### src/rtl/alu_share_arbiter_pkg.sv
// -----------------------------------------------------------------------------
// alu_share_arbiter_pkg
// Shared definitions for the ALU share arbiter: FSM state encoding, ALUOp
// class constants and the control codes presented to the shared ALU.
// -----------------------------------------------------------------------------
package alu_share_arbiter_pkg;

    typedef enum logic [1:0] {
        ST_IDLE = 2'd0,
        ST_EXEC = 2'd1,
        ST_RESP = 2'd2
    } state_e;

    // ALUOp classes as produced by the main decoder
    localparam logic [1:0] ALUOP_ADD   = 2'b00;
    localparam logic [1:0] ALUOP_SUB   = 2'b01;
    localparam logic [1:0] ALUOP_RTYPE = 2'b10;
    localparam logic [1:0] ALUOP_ITYPE = 2'b11;

    // funct3 values that need special treatment in the mapping
    localparam logic [2:0] F3_ADDSUB = 3'b000;
    localparam logic [2:0] F3_SHR    = 3'b101;

    // Shared ALU control codes
    localparam logic [3:0] CTRL_ADD = 4'd0;
    localparam logic [3:0] CTRL_SRL = 4'd6;
    localparam logic [3:0] CTRL_SUB = 4'd8;
    localparam logic [3:0] CTRL_SRA = 4'd9;

endpackage

### src/rtl/alu_share_arbiter_alu_op_decode.sv
// -----------------------------------------------------------------------------
// alu_op_decode
// Combinational mapping from (aluop, funct7 bit, funct3) to the 4-bit control
// code of the shared ALU. Total over all inputs, never produces X.
//   aluop    in  2  op class
//   funct7   in  1  instruction bit 30
//   funct3   in  3  instruction funct3
//   alu_ctrl out 4  control code
// -----------------------------------------------------------------------------
module alu_op_decode
    import alu_share_arbiter_pkg::*;
(
    input  logic [1:0] aluop,
    input  logic       funct7,
    input  logic [2:0] funct3,
    output logic [3:0] alu_ctrl
);

    // Decode op class and function fields into an ALU control code
    always_comb begin
        alu_ctrl = CTRL_ADD;
        case (aluop)
            ALUOP_ADD: alu_ctrl = CTRL_ADD;
            ALUOP_SUB: alu_ctrl = CTRL_SUB;
            ALUOP_RTYPE, ALUOP_ITYPE: begin
                if (funct3 == F3_ADDSUB) begin
                    // Bit 30 selects sub only for R-type; for I-type it is immediate data
                    alu_ctrl = ((aluop == ALUOP_RTYPE) && funct7) ? CTRL_SUB : CTRL_ADD;
                end else if (funct3 == F3_SHR) begin
                    alu_ctrl = funct7 ? CTRL_SRA : CTRL_SRL;
                end else begin
                    alu_ctrl = {1'b0, funct3};
                end
            end
            default: alu_ctrl = CTRL_ADD;
        endcase
    end

endmodule

### src/rtl/alu_share_arbiter.sv
// -----------------------------------------------------------------------------
// alu_share_arbiter
// Shares one combinational ALU between two requesters. An op is accepted in
// IDLE (round-robin on ties), executed for one cycle in EXEC, and its result
// is held in RESP until the consumer takes it.
//   clk, rst                  clock, synchronous active-high reset
//   reqN_valid/ready          requester N handshake (ready is combinational)
//   reqN_aluop/funct7/funct3  requester N op description
//   reqN_a, reqN_b            requester N operands
//   alu_ctrl, alu_a, alu_b    drive to the shared ALU (zero outside EXEC)
//   alu_result                combinational ALU result
//   resp_valid/id/result      registered response, resp_ready consumes it
// -----------------------------------------------------------------------------
module alu_share_arbiter
    import alu_share_arbiter_pkg::*;
#(
    parameter int DATA_W = 32
) (
    input  logic              clk,
    input  logic              rst,
    input  logic              req0_valid,
    output logic              req0_ready,
    input  logic [1:0]        req0_aluop,
    input  logic              req0_funct7,
    input  logic [2:0]        req0_funct3,
    input  logic [DATA_W-1:0] req0_a,
    input  logic [DATA_W-1:0] req0_b,
    input  logic              req1_valid,
    output logic              req1_ready,
    input  logic [1:0]        req1_aluop,
    input  logic              req1_funct7,
    input  logic [2:0]        req1_funct3,
    input  logic [DATA_W-1:0] req1_a,
    input  logic [DATA_W-1:0] req1_b,
    output logic [3:0]        alu_ctrl,
    output logic [DATA_W-1:0] alu_a,
    output logic [DATA_W-1:0] alu_b,
    input  logic [DATA_W-1:0] alu_result,
    output logic              resp_valid,
    output logic              resp_id,
    output logic [DATA_W-1:0] resp_result,
    input  logic              resp_ready
);

    state_e            state_r;
    state_e            state_nxt_s;
    logic              last_grant_r;
    logic              grant_id_r;
    logic              grant0_s;
    logic              grant1_s;
    logic [1:0]        op_aluop_r;
    logic              op_funct7_r;
    logic [2:0]        op_funct3_r;
    logic [DATA_W-1:0] op_a_r;
    logic [DATA_W-1:0] op_b_r;
    logic [3:0]        dec_ctrl_s;
    logic              resp_valid_r;
    logic              resp_id_r;
    logic [DATA_W-1:0] resp_result_r;

    alu_op_decode u_decode (
        .aluop    (op_aluop_r),
        .funct7   (op_funct7_r),
        .funct3   (op_funct3_r),
        .alu_ctrl (dec_ctrl_s)
    );

    // Arbitration and next-state logic; grants exist only in IDLE out of reset
    always_comb begin
        state_nxt_s = state_r;
        grant0_s    = 1'b0;
        grant1_s    = 1'b0;
        case (state_r)
            ST_IDLE: begin
                if (!rst) begin
                    // On a tie, requester 0 wins when requester 1 was granted last
                    grant0_s = req0_valid && (!req1_valid || last_grant_r);
                    grant1_s = req1_valid && !(req0_valid && (!req1_valid || last_grant_r));
                end else begin
                    grant0_s = 1'b0;
                    grant1_s = 1'b0;
                end
                if (grant0_s || grant1_s) begin
                    state_nxt_s = ST_EXEC;
                end else begin
                    state_nxt_s = ST_IDLE;
                end
            end
            ST_EXEC: state_nxt_s = ST_RESP;
            ST_RESP: begin
                if (resp_ready) begin
                    state_nxt_s = ST_IDLE;
                end else begin
                    state_nxt_s = ST_RESP;
                end
            end
            default: state_nxt_s = ST_IDLE;
        endcase
    end

    assign req0_ready = grant0_s;
    assign req1_ready = grant1_s;

    // Shared ALU drive, only from the latched op and only during EXEC
    always_comb begin
        alu_ctrl = 4'd0;
        alu_a    = '0;
        alu_b    = '0;
        if (state_r == ST_EXEC) begin
            alu_ctrl = dec_ctrl_s;
            alu_a    = op_a_r;
            alu_b    = op_b_r;
        end else begin
            alu_ctrl = 4'd0;
            alu_a    = '0;
            alu_b    = '0;
        end
    end

    // State register and round-robin history
    always_ff @(posedge clk) begin
        if (rst) begin
            state_r      <= ST_IDLE;
            last_grant_r <= 1'b1;
            grant_id_r   <= 1'b0;
        end else begin
            state_r <= state_nxt_s;
            if (grant0_s || grant1_s) begin
                last_grant_r <= grant1_s;
                grant_id_r   <= grant1_s;
            end
        end
    end

    // Latch the granted op; requester inputs are ignored after this cycle
    always_ff @(posedge clk) begin
        if (rst) begin
            op_aluop_r  <= 2'b00;
            op_funct7_r <= 1'b0;
            op_funct3_r <= 3'b000;
            op_a_r      <= '0;
            op_b_r      <= '0;
        end else if (grant0_s || grant1_s) begin
            op_aluop_r  <= grant1_s ? req1_aluop  : req0_aluop;
            op_funct7_r <= grant1_s ? req1_funct7 : req0_funct7;
            op_funct3_r <= grant1_s ? req1_funct3 : req0_funct3;
            op_a_r      <= grant1_s ? req1_a      : req0_a;
            op_b_r      <= grant1_s ? req1_b      : req0_b;
        end
    end

    // Response capture at the end of EXEC; held until consumed
    always_ff @(posedge clk) begin
        if (rst) begin
            resp_valid_r  <= 1'b0;
            resp_id_r     <= 1'b0;
            resp_result_r <= '0;
        end else if (state_r == ST_EXEC) begin
            resp_valid_r  <= 1'b1;
            resp_id_r     <= grant_id_r;
            resp_result_r <= alu_result;
        end else if ((state_r == ST_RESP) && resp_ready) begin
            resp_valid_r <= 1'b0;
        end
    end

    assign resp_valid  = resp_valid_r;
    assign resp_id     = resp_id_r;
    assign resp_result = resp_result_r;

endmodule

### config.mk
export PLATFORM = sky130hd
export DESIGN_NAME = alu_share_arbiter
export DESIGN_NICKNAME = d
export VERILOG_FILES = /design/src/rtl/alu_share_arbiter_pkg.sv /design/src/rtl/alu_share_arbiter_alu_op_decode.sv /design/src/rtl/alu_share_arbiter.sv
export SDC_FILE = /design/constraint.sdc
export NUM_CORES = 1
export LEC_CHECK = 0
export ABC_AREA = 1
export CAP_MARGIN = 20
export CORE_UTILIZATION = 41
export DETAILED_ROUTE_END_ITERATION = 8
export GPL_ROUTABILITY_DRIVEN = 0
export PLACE_DENSITY = 0.9
export SLEW_MARGIN = 0
export SYNTH_ARGS = -nofsm -noshare
export SYNTH_HDL_FRONTEND = slang
export SYNTH_SLANG_ARGS = --single-unit
### constraint.sdc
create_clock -name clk -period 1.96 [get_ports clk]
set_input_delay 0.49 -clock clk [delete_from_list [all_inputs] [get_ports clk]]
set_output_delay 0.49 -clock clk [all_outputs]
set_load 0.03 [all_outputs]
==> flow_metrics.tcl <==
set metrics [dict create \
    min-delay-path-class "input pin to flop" \
    htreeDepth 3 \
    grt_usage 0.258 \
    yosysWarnings 0 \
    rsz0062_at_grt "true" \
    slew_viol_final 0 \
    synth-simple-area-share 0.471 \
    synth_commonest_cells "nor2_1, nand2_1, nand3_1" \
    final_util 0.683 \
    via_per_inst 4.82 \
    tightest_slew_ns 0.443 \
    avgRoutedWirePerCell_um 13.1 \
    dp_hpwl_um 12600 \
    synthMuxAreaShare 0 \
    post-place-ws_ns -0.126 \
    n_antenna_cell 0 \
    synth_top_family_by_area "simple AND/OR/NAND/NOR gates" \
    clkLatencyLatePin_ns 0.35 \
    slew-limit-headroom 0.705 \
    rows 42 \
    cts_made_buffers 9 \
    status "finished with violations" \
    violations "setup timing" \
    avgSynthCellArea_um2 5.92 \
    grt_pass1_vias 6130 \
    start_util 0.422 \
    drc 0 \
    yosysMostFrequentCell "nor2_1" \
    synth_edf_count 0 \
    synth_top_area_share 0.387 \
    pin_count 281 \
    dieWidth_um 119 \
    synth_area_leaders "dfxtp_1, nor2_1, nand2_1, nand3_1, inv_1" \
    synth.cell_area_um2 5590 \
    synth_top_cell_by_area "dfxtp_1" \
    vias 6728 \
    synth_seq_area_share 0.387 \
    synth_xor_area_frac 0 \
    numClockSinks 108 \
    antenna_found_initial 0 \
    required_ns 1.47 \
    postSynthCellCount 943 \
    ir_drop_v 0.000389 \
    drt-total-wl_um 18300 \
    holdWs_ns 0.482 \
    clkTransAtPathRegs_ns 0.07 \
    grt_pass1_wl_um 29300 \
    yosysUniqueCellTypes 21 \
    cts_tree "done" \
    period_share 1.02 \
    critPathCaptureType "primary output" \
    finClkSkew_ns 0.00612 \
    root_buffer "clkbuf_16" \
    final_nets 1392 \
    final_antenna_net_count 0 \
    dp.cells 1368 \
    synthAdderAreaFrac 0 \
    finalSetupTns_ns -0.0344 \
    grt_max_degree 77 \
    critPathLaunchType "flop" \
    die_h_um 119 \
    ys_seq_elements 108 \
    overflow 0 \
    max_cap_viol_count 0 \
    max_freq_ghz 0.501 \
    finalSetupViolCount 1 \
    ys.flop_type "dfxtp_1" \
    synth_nets 1120 \
    portBuffers 280 \
    area_growth_syn_to_layout_pct 61.8 \
    critPathArrivalTime_ns 1.50 \
    synth_compound_area_frac 0.0379 \
    fin_ws_ns -0.0344 \
    clockBufferDepth 2 \
    hold_viol_final 0 \
    leakagePower_nw 4.31 \
    drt_iter0_drc 375 \
    synthArstFlopShare 0 \
    layout-drive-gt1-share 0.122 \
    core_um2 13200 \
    setup.worst_path.class "flop to primary output" \
    die-area_um2 14100 \
    powerDensity_nw_per_um2 758 \
    stdcell_count 1395 \
    path_max_fanout 3 \
    drtPass1Iterations 5 \
    post-route-min-period_ns 1.99 \
]
-- layout by cell type, fill, tap and decap left out, types with 2 or more instances in the layout --
cell             netlist  routed
o21ai_0               36      36
dfxtp_1              108     106
nor2_1               276     275
a21oi_1                5       5
dfxtp_2                0       2
buf_6                  2       3
nand2_2                2       3
buf_4                  2     103
clkbuf_16              0       9
inv_1                 77      74
nand3_1              144     143
inv_2                  1       3
clkdlybuf4s50_1        0     207
nor2_4                 1       2
clkinv_2               0       2
buf_12                 0      12
dlygate4sd2_1          0       2
nand2_1              218     215
-- final cells by class --
cell class	count	area [um2]
Clock buffer	11	243
Clock inverter	4	48.8
Fill cell	1116	4200
Inverter	79	299
Multi-Input combinational cell	688	2900
Sequential cell	108	2160
Tap cell	176	220
Timing Repair Buffer	329	3160
-- worst paths after layout --
| kind | depth (start not counted) | start | slack, ns | end |
|---|---|---|---|---|
| min | 3 | rst | 0.48 | grant_id_r |
| min reg2reg | 2 | resp_result[23] | 0.49 | resp_result[23] |
| max | 6 | op_funct3_r[1] | -0.03 | alu_ctrl[2] |
| max reg2reg | 10 | state_r[1] | 0.20 | op_a_r[23] |
-- routing by layer --
metal	routed length [um]	vias up	GRT usage
li1	-	3442	-
met5	0	-	0
met2	9070	287	0.443
met4	573	0	0.120
met3	1310	49	0.0526
met1	7340	2950	0.307
-- sequential cells by signal, summed over array words and instances (netlist names) --
name and cells:
op_funct3_r 3, resp_id 1, op_b_r 32, resp_valid 1, op_a_r 32, resp_result 32
op_aluop_r 2, last_grant_r 1, op_funct7_r 1, state_r 2, grant_id_r 1
-- logic make-up (layout without fill, tap and decap cells) --
logic type,after synthesis,in the layout
flops,108,108
compound gates,42,42
simple gates,646,646
buf+inv,147,423
-- metrics by stage --
stage	area, um2	power (mW)
6_report	9040	6.85
5_1_grt	9040	7.25
4_1_cts	9000	6.87
3_5_place_dp	8600	5.00
3_3_place_gp	8600	4.95
2_1_floorplan	5600	3.97
-- worst max-delay path: stages, from the launching register on --
cell     delay, ns
dfxtp_1       0.32
inv_1         0.10
nand3_2       0.13
nor2_4        0.16
a21oi_1       0.07
nor3_2        0.16
buf_4         0.21
-- report_power, final --
| group | total, mW | switching [mW] | internal [mW] |
|---|---|---|---|
| sequential | 2.59 | 0.112 | 2.48 |
| combinational | 2.43 | 1.34 | 1.09 |
| clock | 1.83 | 0.808 | 1.02 |
-- what timing repair did --
action | 4_1_cts | 5_1_grt
gates resized for setup | 12 | 7
hold buffers | 0 | 0
pin swaps | 3 | 3
endpoints found under the setup margin | 56 | 21
buffers inserted | 10 | 2
(Power assumes the default switching activity.)
